$ cat src/rtl/decode_stage.sv
// RV32 decode stage: decodes fetch beats into a control bundle and
// buffers them in a small FIFO in front of execute.
module decode_stage #(
  parameter int XLEN  = 32,
  parameter int DEPTH = 2,
  parameter int CNT_W = 8
) (
  input  logic             clk,
  input  logic             rst,
  input  logic             flush,
  input  logic             in_valid,
  output logic             in_ready,
  input  logic [31:0]      in_inst,
  input  logic [XLEN-1:0]  in_pc,
  output logic             out_valid,
  input  logic             out_ready,
  output logic [XLEN-1:0]  out_pc,
  output logic [6:0]       out_opcode,
  output logic [2:0]       out_funct3,
  output logic [6:0]       out_funct7,
  output logic [4:0]       out_rs1,
  output logic [4:0]       out_rs2,
  output logic [4:0]       out_rd,
  output logic [XLEN-1:0]  out_imm,
  output logic [3:0]       out_alu_op,
  output logic             out_we,
  output logic             out_mem_we,
  output logic             out_writeback,
  output logic             out_is_jump,
  output logic             out_is_branch,
  output logic             out_illegal,
  output logic [CNT_W-1:0] illegal_count
);

  localparam int AW = (DEPTH > 1) ? $clog2(DEPTH) : 1;
  localparam int CW = AW + 1;

  localparam logic [3:0] A_ADD  = 4'd0;
  localparam logic [3:0] A_SUB  = 4'd1;
  localparam logic [3:0] A_AND  = 4'd2;
  localparam logic [3:0] A_OR   = 4'd3;
  localparam logic [3:0] A_XOR  = 4'd4;
  localparam logic [3:0] A_SLL  = 4'd5;
  localparam logic [3:0] A_SRL  = 4'd6;
  localparam logic [3:0] A_SRA  = 4'd7;
  localparam logic [3:0] A_SLT  = 4'd8;
  localparam logic [3:0] A_SLTU = 4'd9;

  typedef struct packed {
    logic [XLEN-1:0] pc;
    logic [6:0]      opcode;
    logic [2:0]      funct3;
    logic [6:0]      funct7;
    logic [4:0]      rs1;
    logic [4:0]      rs2;
    logic [4:0]      rd;
    logic [XLEN-1:0] imm;
    logic [3:0]      alu_op;
    logic            we;
    logic            mem_we;
    logic            writeback;
    logic            is_jump;
    logic            is_branch;
    logic            illegal;
  } ent_t;

  function automatic logic [XLEN-1:0] sext(
    input logic [31:0] v
  );
    return XLEN'(signed'(v));
  endfunction

  ent_t        w_dec;
  logic        w_ok;
  logic        w_f7z;
  logic        w_f7a;
  logic [2:0]  w_f3;
  logic [31:0] w_i;

  assign w_i   = in_inst;
  assign w_f3  = in_inst[14:12];
  assign w_f7z = (in_inst[31:25] == 7'h00);
  assign w_f7a = (in_inst[31:25] == 7'h20);

  always_comb begin
    w_dec        = '0;
    w_ok         = 1'b0;
    w_dec.pc     = in_pc;
    w_dec.opcode = w_i[6:0];
    w_dec.funct3 = w_f3;
    w_dec.funct7 = w_i[31:25];
    w_dec.rs1    = w_i[19:15];
    w_dec.rs2    = w_i[24:20];
    w_dec.rd     = w_i[11:7];
    unique case (w_i[6:0])
      7'b0110011: begin
        w_dec.we = 1'b1;
        unique case (w_f3)
          3'd0: begin
            w_ok         = w_f7z | w_f7a;
            w_dec.alu_op = w_f7a ? A_SUB : A_ADD;
          end
          3'd1: begin w_ok = w_f7z; w_dec.alu_op = A_SLL;  end
          3'd2: begin w_ok = w_f7z; w_dec.alu_op = A_SLT;  end
          3'd3: begin w_ok = w_f7z; w_dec.alu_op = A_SLTU; end
          3'd4: begin w_ok = w_f7z; w_dec.alu_op = A_XOR;  end
          3'd5: begin
            w_ok         = w_f7z | w_f7a;
            w_dec.alu_op = w_f7a ? A_SRA : A_SRL;
          end
          3'd6: begin w_ok = w_f7z; w_dec.alu_op = A_OR;   end
          default: begin
            w_ok         = w_f7z;
            w_dec.alu_op = A_AND;
          end
        endcase
      end
      7'b0010011: begin
        w_dec.we  = 1'b1;
        w_ok      = 1'b1;
        w_dec.imm = sext({{20{w_i[31]}}, w_i[31:20]});
        unique case (w_f3)
          3'd0: w_dec.alu_op = A_ADD;
          3'd2: w_dec.alu_op = A_SLT;
          3'd3: w_dec.alu_op = A_SLTU;
          3'd4: w_dec.alu_op = A_XOR;
          3'd6: w_dec.alu_op = A_OR;
          3'd7: w_dec.alu_op = A_AND;
          3'd1: begin
            w_ok         = w_f7z;
            w_dec.alu_op = A_SLL;
            w_dec.imm    = XLEN'(w_i[24:20]);
          end
          default: begin
            w_ok         = w_f7z | w_f7a;
            w_dec.alu_op = w_f7a ? A_SRA : A_SRL;
            w_dec.imm    = XLEN'(w_i[24:20]);
          end
        endcase
      end
      7'b0110111: begin
        w_ok            = 1'b1;
        w_dec.imm       = sext({w_i[31:12], 12'b0});
        w_dec.rs1       = 5'd0;
        w_dec.we        = 1'b1;
        w_dec.writeback = 1'b1;
      end
      7'b0010111: begin
        w_ok      = 1'b1;
        w_dec.imm = sext({w_i[31:12], 12'b0});
        w_dec.we  = 1'b1;
      end
      7'b1101111: begin
        w_ok            = 1'b1;
        w_dec.imm       = sext({{11{w_i[31]}}, w_i[31],
                                w_i[19:12], w_i[20],
                                w_i[30:21], 1'b0});
        w_dec.is_jump   = 1'b1;
        w_dec.we        = 1'b1;
        w_dec.writeback = 1'b1;
      end
      7'b1100111: begin
        w_ok            = (w_f3 == 3'd0);
        w_dec.imm       = sext({{20{w_i[31]}}, w_i[31:20]});
        w_dec.is_jump   = 1'b1;
        w_dec.we        = 1'b1;
        w_dec.writeback = 1'b1;
      end
      7'b1100011: begin
        w_ok            = (w_f3 != 3'd2) && (w_f3 != 3'd3);
        w_dec.imm       = sext({{19{w_i[31]}}, w_i[31], w_i[7],
                                w_i[30:25], w_i[11:8], 1'b0});
        w_dec.is_branch = 1'b1;
        w_dec.alu_op    = A_SUB;
      end
      7'b0000011: begin
        w_ok            = (w_f3 == 3'd2);
        w_dec.imm       = sext({{20{w_i[31]}}, w_i[31:20]});
        w_dec.we        = 1'b1;
        w_dec.writeback = 1'b1;
      end
      7'b0100011: begin
        w_ok         = (w_f3 == 3'd2);
        w_dec.imm    = sext({{20{w_i[31]}}, w_i[31:25], w_i[11:7]});
        w_dec.mem_we = 1'b1;
      end
      default: w_ok = 1'b0;
    endcase
    // Illegal beats keep only the raw fields and pc.
    if (!w_ok) begin
      w_dec.imm       = '0;
      w_dec.alu_op    = A_ADD;
      w_dec.we        = 1'b0;
      w_dec.mem_we    = 1'b0;
      w_dec.writeback = 1'b0;
      w_dec.is_jump   = 1'b0;
      w_dec.is_branch = 1'b0;
      w_dec.illegal   = 1'b1;
    end
  end

  ent_t             r_mem [DEPTH];
  ent_t             r_hold;
  logic [AW-1:0]    r_wr;
  logic [AW-1:0]    r_rd;
  logic [CW-1:0]    r_cnt;
  logic [CNT_W-1:0] r_ill;
  logic             w_full;
  logic             w_empty;
  logic             w_push;
  logic             w_pop;
  ent_t             w_head;

  assign w_full    = (r_cnt == CW'(DEPTH));
  assign w_empty   = (r_cnt == '0);
  assign in_ready  = !w_full;
  assign out_valid = !w_empty;
  assign w_push    = in_valid && !w_full && !flush;
  assign w_pop     = !w_empty && out_ready && !flush;
  assign w_head    = w_empty ? r_hold : r_mem[r_rd];

  always_ff @(posedge clk) begin
    if (w_push) r_mem[r_wr] <= w_dec;
  end

  always_ff @(posedge clk) begin
    if (rst) begin
      r_wr   <= '0;
      r_rd   <= '0;
      r_cnt  <= '0;
      r_ill  <= '0;
      r_hold <= '0;
    end else begin
      if (!w_empty) r_hold <= r_mem[r_rd];
      if (flush) begin
        r_wr  <= '0;
        r_rd  <= '0;
        r_cnt <= '0;
      end else begin
        if (w_push) r_wr <= r_wr + 1'b1;
        if (w_pop)  r_rd <= r_rd + 1'b1;
        if (w_push && !w_pop)      r_cnt <= r_cnt + 1'b1;
        else if (w_pop && !w_push) r_cnt <= r_cnt - 1'b1;
        if (w_push && w_dec.illegal && (r_ill != '1))
          r_ill <= r_ill + 1'b1;
      end
    end
  end

  assign out_pc        = w_head.pc;
  assign out_opcode    = w_head.opcode;
  assign out_funct3    = w_head.funct3;
  assign out_funct7    = w_head.funct7;
  assign out_rs1       = w_head.rs1;
  assign out_rs2       = w_head.rs2;
  assign out_rd        = w_head.rd;
  assign out_imm       = w_head.imm;
  assign out_alu_op    = w_head.alu_op;
  assign out_we        = w_head.we;
  assign out_mem_we    = w_head.mem_we;
  assign out_writeback = w_head.writeback;
  assign out_is_jump   = w_head.is_jump;
  assign out_is_branch = w_head.is_branch;
  assign out_illegal   = w_head.illegal;
  assign illegal_count = r_ill;

endmodule

$ cat config.mk
export PLATFORM = sky130hd
export DESIGN_NAME = decode_stage
export DESIGN_NICKNAME = d
export VERILOG_FILES = /design/src/rtl/decode_stage.sv
export SDC_FILE = /design/constraint.sdc
export NUM_CORES = 1
export LEC_CHECK = 0
export ABC_AREA = 1
export BUFFER_PORTS_ARGS = -buffer_cell sky130_fd_sc_hd__buf_4
export CORE_MARGIN = 8
export CORE_UTILIZATION = 32
export CTS_CLUSTER_SIZE = 8
export DETAILED_ROUTE_END_ITERATION = 8
export GPL_TIMING_DRIVEN = 1
export PLACE_DENSITY_LB_ADDON = 0.2
export SETUP_SLACK_MARGIN = 0.02
export SYNTH_ARGS = -nofsm -noshare
export SYNTH_HDL_FRONTEND = slang
export SYNTH_SLANG_ARGS = --single-unit
$ cat constraint.sdc
create_clock -name clk -period 16.5 [get_ports clk]
set_input_delay 0 -clock clk [delete_from_list [all_inputs] [get_ports clk]]
set_output_delay 0 -clock clk [all_outputs]
set_load 0.005 [all_outputs]
Word level (Yosys, flattened, before mapping)
Memories as Yosys holds them, arrays and structs flattened. A register that Yosys moved wholly into a read port is not among the register bits.
Cells that the tools add are included.
{"block": "classes", "reduce_logical": 29, "muxes": 24, "eq_ne": 21, "add_sub_neg": 5, "n_bitwise": 2}
{"op": "$pmux W32 S6", "n": 1}
{"op": "$mux W106", "n": 1}
{"op": "$pmux W4 S7", "n": 2}
{"op": "$mux W42", "n": 1}
{"op": "$mux W32", "n": 1}
{"op": "$eq A7 B6 Y1 const B", "n": 4}
{"op": "$eq A7 B7 Y1 const B", "n": 3}
{"op": "$eq A7 B5 Y1 const B", "n": 2}
{"op": "$eq A3 B3 Y1 const B", "n": 4}
{"op": "$mux W1", "n": 12}
{"op": "$pmux W4 S3", "n": 1}
{"op": "$reduce_or A2 Y1", "n": 6}
{"op": "$logic_and A1 B1 Y1", "n": 9}
{"op": "$add A8 B1 Y8 const B", "n": 1}
{"op": "$ne A8 B8 Y1 const B", "n": 1}
{"op": "$eq A7 B2 Y1 const B", "n": 1}
{"op": "$logic_not A7 Y1", "n": 1}
{"op": "$reduce_or A7 Y1", "n": 1}
{"op": "$eq A3 B2 Y1 const B", "n": 2}
{"op": "$ne A3 B2 Y1 const B", "n": 2}
{"op": "$pmux W1 S6", "n": 1}
{"op": "$reduce_or A6 Y1", "n": 1}
{"op": "$logic_not A1 Y1", "n": 5}
{"op": "$mux W5", "n": 1}
{"op": "other kinds (15)", "n": 17}
{"block": "totals", "n_memories": 1, "output_inout_bits": 116, "ff_bits": 118, "elab_cells": 101, "mem_bits_rw": 212, "in_bits": 69}
{"name": "r_mem", "words": 2, "width": 106, "read_ports": 1, "rd_clocked_by_memory_dff": 1, "write_ports": 1, "line_no": "202", "rtl": "ent_t r_mem [DEPTH];"}

Logic depth before layout (Yosys ltp)
Gate-level depths: netlist of run 1.
{"block": "depth", "depth_word": 8, "depth_mapped": 11, "ltp_nobuf": 11}

Worst setup path after synthesis of run 1
Ideal clock, no wire load.
{"block": "synth_path", "kind": "reg2reg", "startpoint": "register r_cnt[0]", "endpoint": "memory r_mem[0][0] in the netlist's numbering (enable)", "period_less_slack_ps": 5728, "setup_slack_ps": 10772, "path_buffers": 0, "stages_incl_launch_ff": 5, "t_arrival_ps": 5156, "cell_sequence": "dfxtp_1 > inv_2 > nand2_1 > nand3_1 > nor2_1"}
{"block": "synth_between", "elab_chain_len": 6}
{"item": "from (decl)", "line_no": "206", "rtl": "logic [CW-1:0] r_cnt;"}
{"item": "from (signal assigned)", "line_no": "242", "rtl": "if (w_push && !w_pop) r_cnt <= r_cnt + 1'b1;"}
{"item": "from (signal assigned)", "line_no": "243", "rtl": "else if (w_pop && !w_push) r_cnt <= r_cnt - 1'b1;"}
{"item": "$eq A2 B2 Y1", "line_no": "214", "rtl": "assign w_full = (r_cnt == CW'(DEPTH));"}
{"item": "$logic_not A1 Y1"}
{"item": "named net in_ready", "line_no": "12", "rtl": "output logic in_ready,"}
{"item": "$logic_and A1 B1 Y1 (2 in a row)", "line_no": "218", "rtl": "assign w_push = in_valid && !w_full && !flush;"}
{"item": "$mux W1", "line_no": "223", "rtl": "if (w_push) r_mem[r_wr] <= w_dec;"}
{"item": "$mux W1 (implied by the code)", "line_no": "223"}
{"item": "to (decl)", "line_no": "202"}
The timed path passes the listed nets, and every way through them passes these cells.

Final worst setup path of run 1
{"block": "layout_path", "startpoint": "register r_cnt[0]", "endpoint": "output out_pc[23]"}
{"block": "layout_between", "elab_chain_len": 2}
{"item": "$logic_not A2 Y1", "line_no": "215", "rtl": "assign w_empty = (r_cnt == '0);"}
{"item": "$mux W106"}
{"item": "to (decl)", "line_no": "17", "rtl": "output logic [XLEN-1:0] out_pc,"}
No other way between the ends.

==> results_dict.tcl, run 1 <==
set metrics [dict create \
    ys_async_sr_fraction_pct 0 \
    critPathMaxStageDelay_ns 0.75 \
    reg2regPathDepth 5 \
    cts_tree "yes" \
    worst_path_most_repeated_cell "buf_4" \
    switchingPower_uw 478 \
    cts_root_buf "clkbuf_16" \
    relSlewSlack_pct 25.6 \
    timing.fmax_mhz 312 \
    synthXorXnorAreaFrac_pct 0.409 \
    antenna_cells 0 \
    drtAntennaViolNets 0 \
    die_area_um2 46800 \
    worstPathRequired_ns 16.50 \
    synth_top_cell_area_share_pct 49.5 \
    worstHoldPathCells 3 \
    gp_congestion 0.735 \
    numClockSinks 331 \
    drcViolationCount 0 \
    status "finished clean" \
    synth-warning-count 0 \
    synthSimpleGateAreaFrac_pct 17.2 \
    p_clk_share_pct 43.4 \
    vias_per_cell 4.70 \
    start_util_pct 32.3 \
    path_cells "nor2_4, buf_4, inv_4, buf_4, nor2_1, a21oi_1, buf_4" \
    syn_avg_cell_area_um2 10.9 \
    synth_ff_type "edfxtp_1" \
    drt_iter0_drc 574 \
    layout.cells.non_filler 1984 \
    skew_ns 0.0227 \
    clkTransAtPathRegs_ns 0.05 \
    core_area_um2 39700 \
    rsz0062_at_grt "false" \
    synth_top_family_by_area "simple AND/OR/NAND/NOR gates" \
    synth-compound-area-share_pct 10.8 \
    final_max_slew_viol_count 0 \
    grt_remaining_overflow 0 \
    power_per_cell_area_nw_per_um2 122 \
    seq_area_frac_synth_pct 68.1 \
    fin_crit_sh_pct 19.4 \
    combPwrFrac_pct 11.2 \
    area_delta_synth_final_pct 30.3 \
    rows 73 \
    p_leak_uw 0.00664 \
    design_area_um2 16700 \
    vdd_drop_max_uv 64.3 \
    total_power_uw 2040 \
    path_delay_family "buffers and inverters" \
    fin_crit_ns 3.20 \
    cts_buffer_depth 3 \
    finalSetupTns_ns 0 \
    path_buf_inv 4 \
    dpl.cell_count 1833 \
    num_vias 9324 \
    nets 1495 \
    cts_buffers 47 \
    grt_pass1_vias 9320 \
    p_sw_share_pct 23.4 \
    syn_nets 1251 \
    tightestPinTransition_ns 1.12 \
    endpoint_kind "output port" \
    ys_types 35 \
    antenna_found_initial 0 \
    dieHeight_um 216 \
    netlist_instances 1180 \
    p_seq_share_pct 45.3 \
    hold_viol 0 \
    grt.total_usage_pct 14.9 \
    synthAdderAreaFrac_pct 0.195 \
    wirelength_um 36100 \
    portBuffers 184 \
    synth_edf_count 212 \
    worst-path-max-fanout 62 \
    post_drt_wl_per_cell_um 18.2 \
    min_path_type "input port to flip-flop" \
    clk_latency_ns 0.56 \
    postPlaceCellArea_um2 14700 \
    synthMuxAreaShare_pct 0 \
    grt_pass1_wl_um 55100 \
    p_int_uw 1560 \
    dr.pass1.iters 5 \
    synth_seq_cells 331 \
    synthTopCellsByArea "edfxtp_1 50%, dfxtp_1 19%, a21oi_1 9.2%" \
    io_pins 185 \
    crit_path_start_kind "flip-flop" \
    drive_above_1_share_pct 19.3 \
    grt_max_degree 108 \
    yosysTopAreaCell "edfxtp_1" \
    crit_cells 7 \
    crit_slowest_cell "buf_4" \
    critical_path_class "flip-flop to output port" \
    setup-violations-final 0 \
    cts_max_level 2 \
    netlist_area_um2 12900 \
    dp_hpwl_um 21600 \
    post-cts-setup-buffers 0 \
    crit_arrival_ns 3.20 \
    max_cap_viol_count 0 \
    die_w_um 216 \
]
[timing repair]
action                                 CTS  global route
gates resized for setup                  0             0
hold buffers                            67             0
endpoints found under the hold margin  210             0
[cell usage after synthesis (all sizes together) (2+ instances only)]
| master | number |
|---|---|
| a21oi | 238 |
| a22oi | 4 |
| a31oi | 13 |
| and2 | 107 |
| buf | 17 |
| clkbuf | 47 |
| dfxtp | 119 |
| edfxtp | 212 |
| ha | 2 |
| inv | 44 |
| nand2 | 178 |
| nand3 | 22 |
| nor2 | 152 |
| nor3 | 8 |
| o21ai | 6 |
| xnor2 | 3 |
| xor2 | 3 |
[logic make-up (layout without fill, tap and decap cells)]
group / count (synthesis) / after routing
buffers and inverters: 108 / 387
flip-flops: 331 / 331
AND/OR/NAND/NOR: 469 / 469
XOR/XNOR: 6 / 6
adder cells (fa/ha/maj): 2 / 2
AO/OA/AOI/OAI: 264 / 264
[stage by stage]
step | hold slack (ns) | util, % | setup slack, ns
CTS | 0.0248 | 42.1 | 13.20
finish | 0.0615 | 42.1 | 13.30
global placement | 0.189 | 37.0 | 13.32
detailed placement | 0.191 | 37.0 | 13.25
global route | 0.0513 | 42.1 | 13.01
floorplan | 0.0989 | - | 10.77
[worst reg2reg max path: stages, from the launching register on]
cell     delay, ns
dfxtp_1       0.43
inv_2         0.06
nand2_1       0.08
nand3_1       0.30
nor2_4        0.85
buf_4         0.97
[flip-flops by register name (all words and copies together) (netlist names), named ones only]
signal	flops
r_cnt	2
r_mem	212
r_wr	1
illegal_count	8
r_hold	106
r_rd	1
[power by group through the flow]
stage | Clock, uW | Sequential [uW] | Combinational, uW
global route | 948 | 927 | 256
floorplan | 0 | 941 | 101
CTS | 914 | 925 | 236
global placement | 0 | 941 | 220
finish | 887 | 925 | 229
detailed placement | 0 | 941 | 221
[path summary, 6_finish.rpt]
check | from | endpoint | slack, ns
max | r_cnt[0] | out_pc[23] | 13.30
min | in_valid | r_wr | 0.06
max reg2reg | r_cnt[0] | r_mem[0][20] | 13.38
min reg2reg | r_rd | flip-flop | 0.47
[cells in the final DEF (no fill, tap or decap), types with 9 or more instances in the layout]
cell           instances
nand3_1               21
edfxtp_1             212
clkbuf_16             48
buf_4                192
and2_1               106
nand2_2                9
a21oi_1              237
dlygate4sd3_1         67
inv_1                 35
dfxtp_1              118
nor2_1               142
clkbuf_1              33
a31oi_1               12
nand2_1              165
[metal layers]
metal | share of wire [%] | up-vias | track usage (%) | routed length, um
met2 | 47 | 237 | 24.1 | 16900
met1 | 46 | 4524 | 20.0 | 16600
met4 | 1.5 | 0 | 4.04 | 546
met5 | 0 | - | 0 | 0
li1 | - | 4521 | - | -
met3 | 5.5 | 42 | 3.11 | 1990
[final cells by class]
cell class,instances,area [um2]
clock buffer,82,1340
inverter,44,170
clock inverter,2,25.0
sequential,331,8750
tap,525,657
multi-input combinational,741,3680
timing repair buffer,259,2110
fill,3838,23000
Power figures use the tool's default switching activity.
==> run 2: changes to the inputs <==
==> constraint.sdc (replaced) <==
create_clock -name clk -period 3.1 [get_ports clk]
set_input_delay 0 -clock clk [delete_from_list [all_inputs] [get_ports clk]]
set_output_delay 0 -clock clk [all_outputs]
set_load 0.005 [all_outputs]
==> run 2 against run 1 <==
Effect of this change:
- final area grew 1.1%
- routed wire length up 0.39%
- core utilization up 0.45 points
- combinational power grew to 5.4 times the previous value
- largest power group unchanged
- highest routed layer is now met5
- first-iteration DRC count is 11% higher
==> results_dict.tcl, run 2 (synthesis gave the netlist of run 1 again) <==
set metrics [dict create \
    min_path_type "input port to flip-flop" \
    reg2regPathDepth 5 \
    layout.cells.non_filler 1996 \
    clk_latency_ns 0.56 \
    setup-violations-final 0 \
    drt_iter0_drc 637 \
    finalSetupTns_ns 0 \
    design_area_um2 16900 \
    cts_root_buf "clkbuf_16" \
    skew_ns 0.0163 \
    drcViolationCount 0 \
    io_pins 185 \
    grt_pass1_vias 9617 \
    largest_reg_flops 212 \
    n_fill_cell 3799 \
    worst-path-max-fanout 48 \
    total_power_uw 10900 \
    rows 73 \
    die_w_um 216 \
    combPwrFrac_pct 11.4 \
    final_common_cell "a21oi_1" \
    drive_above_1_share_pct 19.8 \
    dp_hpwl_um 22300 \
    regToRegSetupSlack_ns 0.95 \
    cts_tree "yes" \
    tightestPinTransition_ns 0.733 \
    power_per_cell_area_nw_per_um2 644 \
    fin_crit_ns 2.48 \
    antenna_cells 0 \
    critical_path_class "flip-flop to output port" \
    cp-startpoint "r_cnt[0]" \
    numClockSinks 331 \
    dieHeight_um 216 \
    timing.fmax_mhz 403 \
    dpl.cell_count 1842 \
    max_cap_viol_count 0 \
    switchingPower_uw 2600 \
    gp_congestion 0.750 \
    p_seq_share_pct 45.2 \
    grt.total_usage_pct 15.3 \
    final_max_slew_viol_count 0 \
    cts_max_level 2 \
    die_area_um2 46800 \
    num_vias 9340 \
    post_drt_wl_per_cell_um 18.1 \
    grt_remaining_overflow 0 \
    p_sw_share_pct 23.9 \
    reg2reg_to "r_mem[1][81]" \
    clkTransAtPathRegs_ns 0.06 \
    relSlewSlack_pct 51.2 \
    crit_arrival_ns 2.48 \
    vdd_drop_max_uv 344 \
    final_cell_mix "237 x a21oi_1, 212 x edfxtp_1, 193 x buf_4" \
    grt_pass1_wl_um 56300 \
    crit_end "out_imm[22]" \
    wirelength_um 36200 \
    final_util_pct 42.6 \
    r2r_start "r_cnt[0]" \
    portBuffers 184 \
    endpoint_kind "output port" \
    core_area_um2 39700 \
    worstPathRequired_ns 3.10 \
    rsz0062_at_grt "false" \
    postPlaceCellArea_um2 14900 \
    p_clk_share_pct 43.4 \
    area_delta_synth_final_pct 31.7 \
    antenna_found_initial 1 \
    p_int_uw 8290 \
    nets 1505 \
    largest-register "r_mem" \
    vias_per_cell 4.68 \
    ctsResizeCount 0 \
    p_leak_uw 0.00672 \
    dr.pass1.iters 4 \
    drtAntennaViolNets 0 \
    crit_path_start_kind "flip-flop" \
    cts_buffer_depth 3 \
    grt_max_degree 107 \
    cts_buffers 47 \
    status "finished clean" \
    worstHoldPathCells 2 \
    start_util_pct 32.3 \
    fin_crit_sh_pct 80.1 \
    hold_viol 0 \
]
-- run 2: metrics by stage --
step / setup slack [ns] / hold slack, ns
2_1_floorplan: -0.859 / 0.0989
3_3_place_gp: 0.952 / 0.187
3_5_place_dp: 0.926 / 0.188
4_1_cts: 0.523 / 0.139
5_1_grt: 0.389 / 0.163
6_report: 0.618 / 0.179
-- run 2: worst max-delay path, stage by stage, from the launching register on --
cell and delay, ns:
dfxtp_1 0.42, nor2_4 0.08, inv_4 0.46, buf_4 0.43, nor2_1 0.07, a21oi_1 0.26
buf_4 0.18
-- run 2: worst min path at each step --
stage,startpoint,to,slack (ns)
final,in_pc[29],r_mem[0][103],0.18
after global routing,in_pc[17],r_mem[0][91],0.16
after CTS,in_pc[0],r_mem[1][74],0.14
after detailed placement,in_pc[26],r_mem[0][100],0.19
after global placement,in_pc[26],r_mem[0][100],0.19
after floorplan,in_pc[26],r_mem[0][100],0.1
-- run 2: what timing repair did --
action                                 in CTS  in global routing
buffers inserted                            0                  0
endpoints found under the hold margin     210                  0
hold buffers                               68                  0
-- run 2: final cells by class --
type,instances,area [um2],area share (%)
Sequential cell,331,8750,51.7
Multi-Input combinational cell,741,3680,21.8
Inverter,44,170,1.01
Clock buffer,82,1310,7.73
Tap cell,525,657,3.88
Clock inverter,4,57.6,0.340
Timing Repair Buffer,269,2290,13.5
-- run 2: routing by layer --
layer / wire [um] / track usage, % / vias to the layer above / part of all wire, %
met2: 17000 / 25.1 / 224 / 47
li1: - / - / 4546 / -
met4: 696 / 4.91 / 2 / 1.9
met3: 2370 / 4.11 / 44 / 6.5
met5: 13 / 0 / - / 0.036
met1: 16100 / 19.3 / 4524 / 44
-- run 2: power groups by stage --
stage | clock network, uW | logic (uW) | registers (uW)
3_5_place_dp | 0 | 1190 | 5010
5_1_grt | 5050 | 1380 | 4940
2_1_floorplan | 0 | 537 | 5000
4_1_cts | 4870 | 1270 | 4920
6_report | 4730 | 1240 | 4920
3_3_place_gp | 0 | 1180 | 5010
==> run 3: changes to the inputs <==
==> constraint.sdc (replaced) <==
create_clock -name clk -period 2.5 [get_ports clk]
set_input_delay 0 -clock clk [delete_from_list [all_inputs] [get_ports clk]]
set_output_delay 0 -clock clk [all_outputs]
set_load 0.005 [all_outputs]
==> run 3 against run 2 <==
Effect of this change:
- flip-flop and latch count is the same
- sequential power is 24% higher
- routed wire length up 3.6%
- first-iteration DRC count down 9.3%
- worst setup slack lost 0.41 ns
- via count rose by 2.3%
- combinational power increased by 27%
- register-to-register slack got worse by 0.59 ns
- non-clock buffer count increased by 8
- highest routed layer unchanged
==> results_dict.tcl, run 3 (synthesis gave the netlist of run 1 again) <==
set metrics [dict create \
    hold_viol 0 \
    numClockSinks 331 \
    p_sw_share_pct 23.7 \
    cts_buffers 47 \
    p_int_uw 10400 \
    power_per_cell_area_nw_per_um2 796 \
    grt_pass1_wl_um 57800 \
    p_leak_uw 0.00679 \
    antenna_found_initial 1 \
    p_seq_share_pct 45.0 \
    gp_congestion 0.789 \
    final_common_cell "a21oi_1" \
    cts_root_buf "clkbuf_16" \
    rows 73 \
    skew_ns 0.0139 \
    wirelength_um 37500 \
    dr.pass1.iters 7 \
    fin_crit_ns 2.29 \
    dieHeight_um 216 \
    die_w_um 216 \
    dp_hpwl_um 23000 \
    dpl.cell_count 1848 \
    crit_path_start_kind "input port" \
    relSlewSlack_pct 57.8 \
    num_vias 9557 \
    post_drt_wl_per_cell_um 18.7 \
    core_area_um2 39700 \
    portBuffers 184 \
    total_power_uw 13600 \
    cts_tree "yes" \
    final_cell_mix "237 x a21oi_1, 212 x edfxtp_1, 196 x buf_4" \
    clkTransAtPathRegs_ns 0.05 \
    antenna_cells 0 \
    crit_arrival_ns 2.79 \
    cts_buffer_depth 3 \
    combPwrFrac_pct 11.5 \
    clk_latency_ns 0.57 \
    vdd_drop_max_uv 465 \
    vias_per_cell 4.77 \
    min_path_type "input port to flip-flop" \
    endpoint_kind "flip-flop" \
    switchingPower_uw 3210 \
    area_delta_synth_final_pct 32.7 \
    largest-register "r_mem" \
    layout.cells.non_filler 2004 \
    timing.fmax_mhz 437 \
    drcViolationCount 0 \
    die_area_um2 46800 \
    drive_above_1_share_pct 20.3 \
    design_area_um2 17000 \
    p_clk_share_pct 43.5 \
    rsz0062_at_grt "false" \
    io_pins 185 \
    grt_max_degree 107 \
    critical_path_class "input port to flip-flop" \
    final_max_slew_viol_count 0 \
    cts_max_level 2 \
    worstPathRequired_ns 3.00 \
    tightestPinTransition_ns 0.633 \
    grt_remaining_overflow 0 \
    start_util_pct 32.3 \
    nets 1513 \
    postPlaceCellArea_um2 15000 \
    status "finished clean" \
    grt.total_usage_pct 15.6 \
    max_cap_viol_count 0 \
    grt_pass1_vias 9703 \
    drt_iter0_drc 578 \
    setup-violations-final 0 \
    finalSetupTns_ns 0 \
    worst-path-max-fanout 16 \
    drtAntennaViolNets 0 \
    largest_reg_flops 212 \
    ctsResizeCount 0 \
    fin_crit_sh_pct 91.6 \
]
==> run 3: worst paths after layout <==
path | cells past startpoint | end | slack (ns) | from
worst max-delay path | 13 | illegal_count[4] | 0.21 | in_inst[4]
worst min-delay path | 2 | r_mem[1][74] | 0.17 | in_pc[0]
worst max register to register | 8 | illegal_count[4] | 0.36 | illegal_count[0]
worst min register to register | 2 | flip-flop | 0.46 | r_rd
==> run 3: power by group through the flow <==
| stage | logic, uW | registers, uW | clock network [uW] |
|---|---|---|---|
| floorplan | 670 | 6200 | 0 |
| global placement | 1490 | 6210 | 0 |
| detailed placement | 1500 | 6210 | 0 |
| CTS | 1600 | 6110 | 6070 |
| global route | 1730 | 6120 | 6290 |
| finish | 1570 | 6110 | 5900 |
==> run 3: area by class of cell <==
| cell class | instances | area (um2) |
|---|---|---|
| fillers | 3806 | 22700 |
| flip-flops and latches | 331 | 8750 |
| well taps | 525 | 657 |
| multi-input cells | 741 | 3700 |
| repair buffers | 277 | 2390 |
| clock inverters | 2 | 25.0 |
| inverters | 44 | 170 |
| clock buffers | 84 | 1350 |
==> run 3: repair_timing <==
| item | 4_1_cts | 5_1_grt |
|---|---|---|
| hold buffers | 70 | 0 |
| buffers inserted | 0 | 0 |
| endpoints found under the hold margin | 221 | 0 |
==> run 3: layer usage <==
| metal | share of wire (%) | GRT usage (%) | wire, um | vias to the layer above |
|---|---|---|---|---|
| met5 | 0.021 | 0 | 8 | - |
| met4 | 2.7 | 5.84 | 1030 | 2 |
| met3 | 5.5 | 3.25 | 2070 | 78 |
| met2 | 47 | 25.3 | 17500 | 297 |
| met1 | 45 | 20.3 | 16900 | 4625 |
| li1 | - | - | - | 4555 |
==> run 3: metrics by stage <==
step / setup WS (ns) / util [%] / hold slack [ns]
global placement: 0.636 / 37.7 / 0.191
CTS: 0.127 / 42.9 / 0.128
detailed placement: 0.612 / 37.7 / 0.189
floorplan: -0.119 / - / 0.0989
finish: 0.210 / 42.9 / 0.172
global route: 0.0386 / 42.9 / 0.150
==> run 3: worst max-delay path, stage by stage <==
cell,delay [ns]
dlygate4sd3_1,0.54
buf_4,0.15
inv_1,0.13
nor2_1,0.11
nand2_1,0.14
nor2_4,0.06
nand2_1,0.20
nand2_4,0.11
nor2_8,0.25
buf_4,0.27
nand3_1,0.10
a21oi_1,0.16
dlygate4sd3_1,0.56
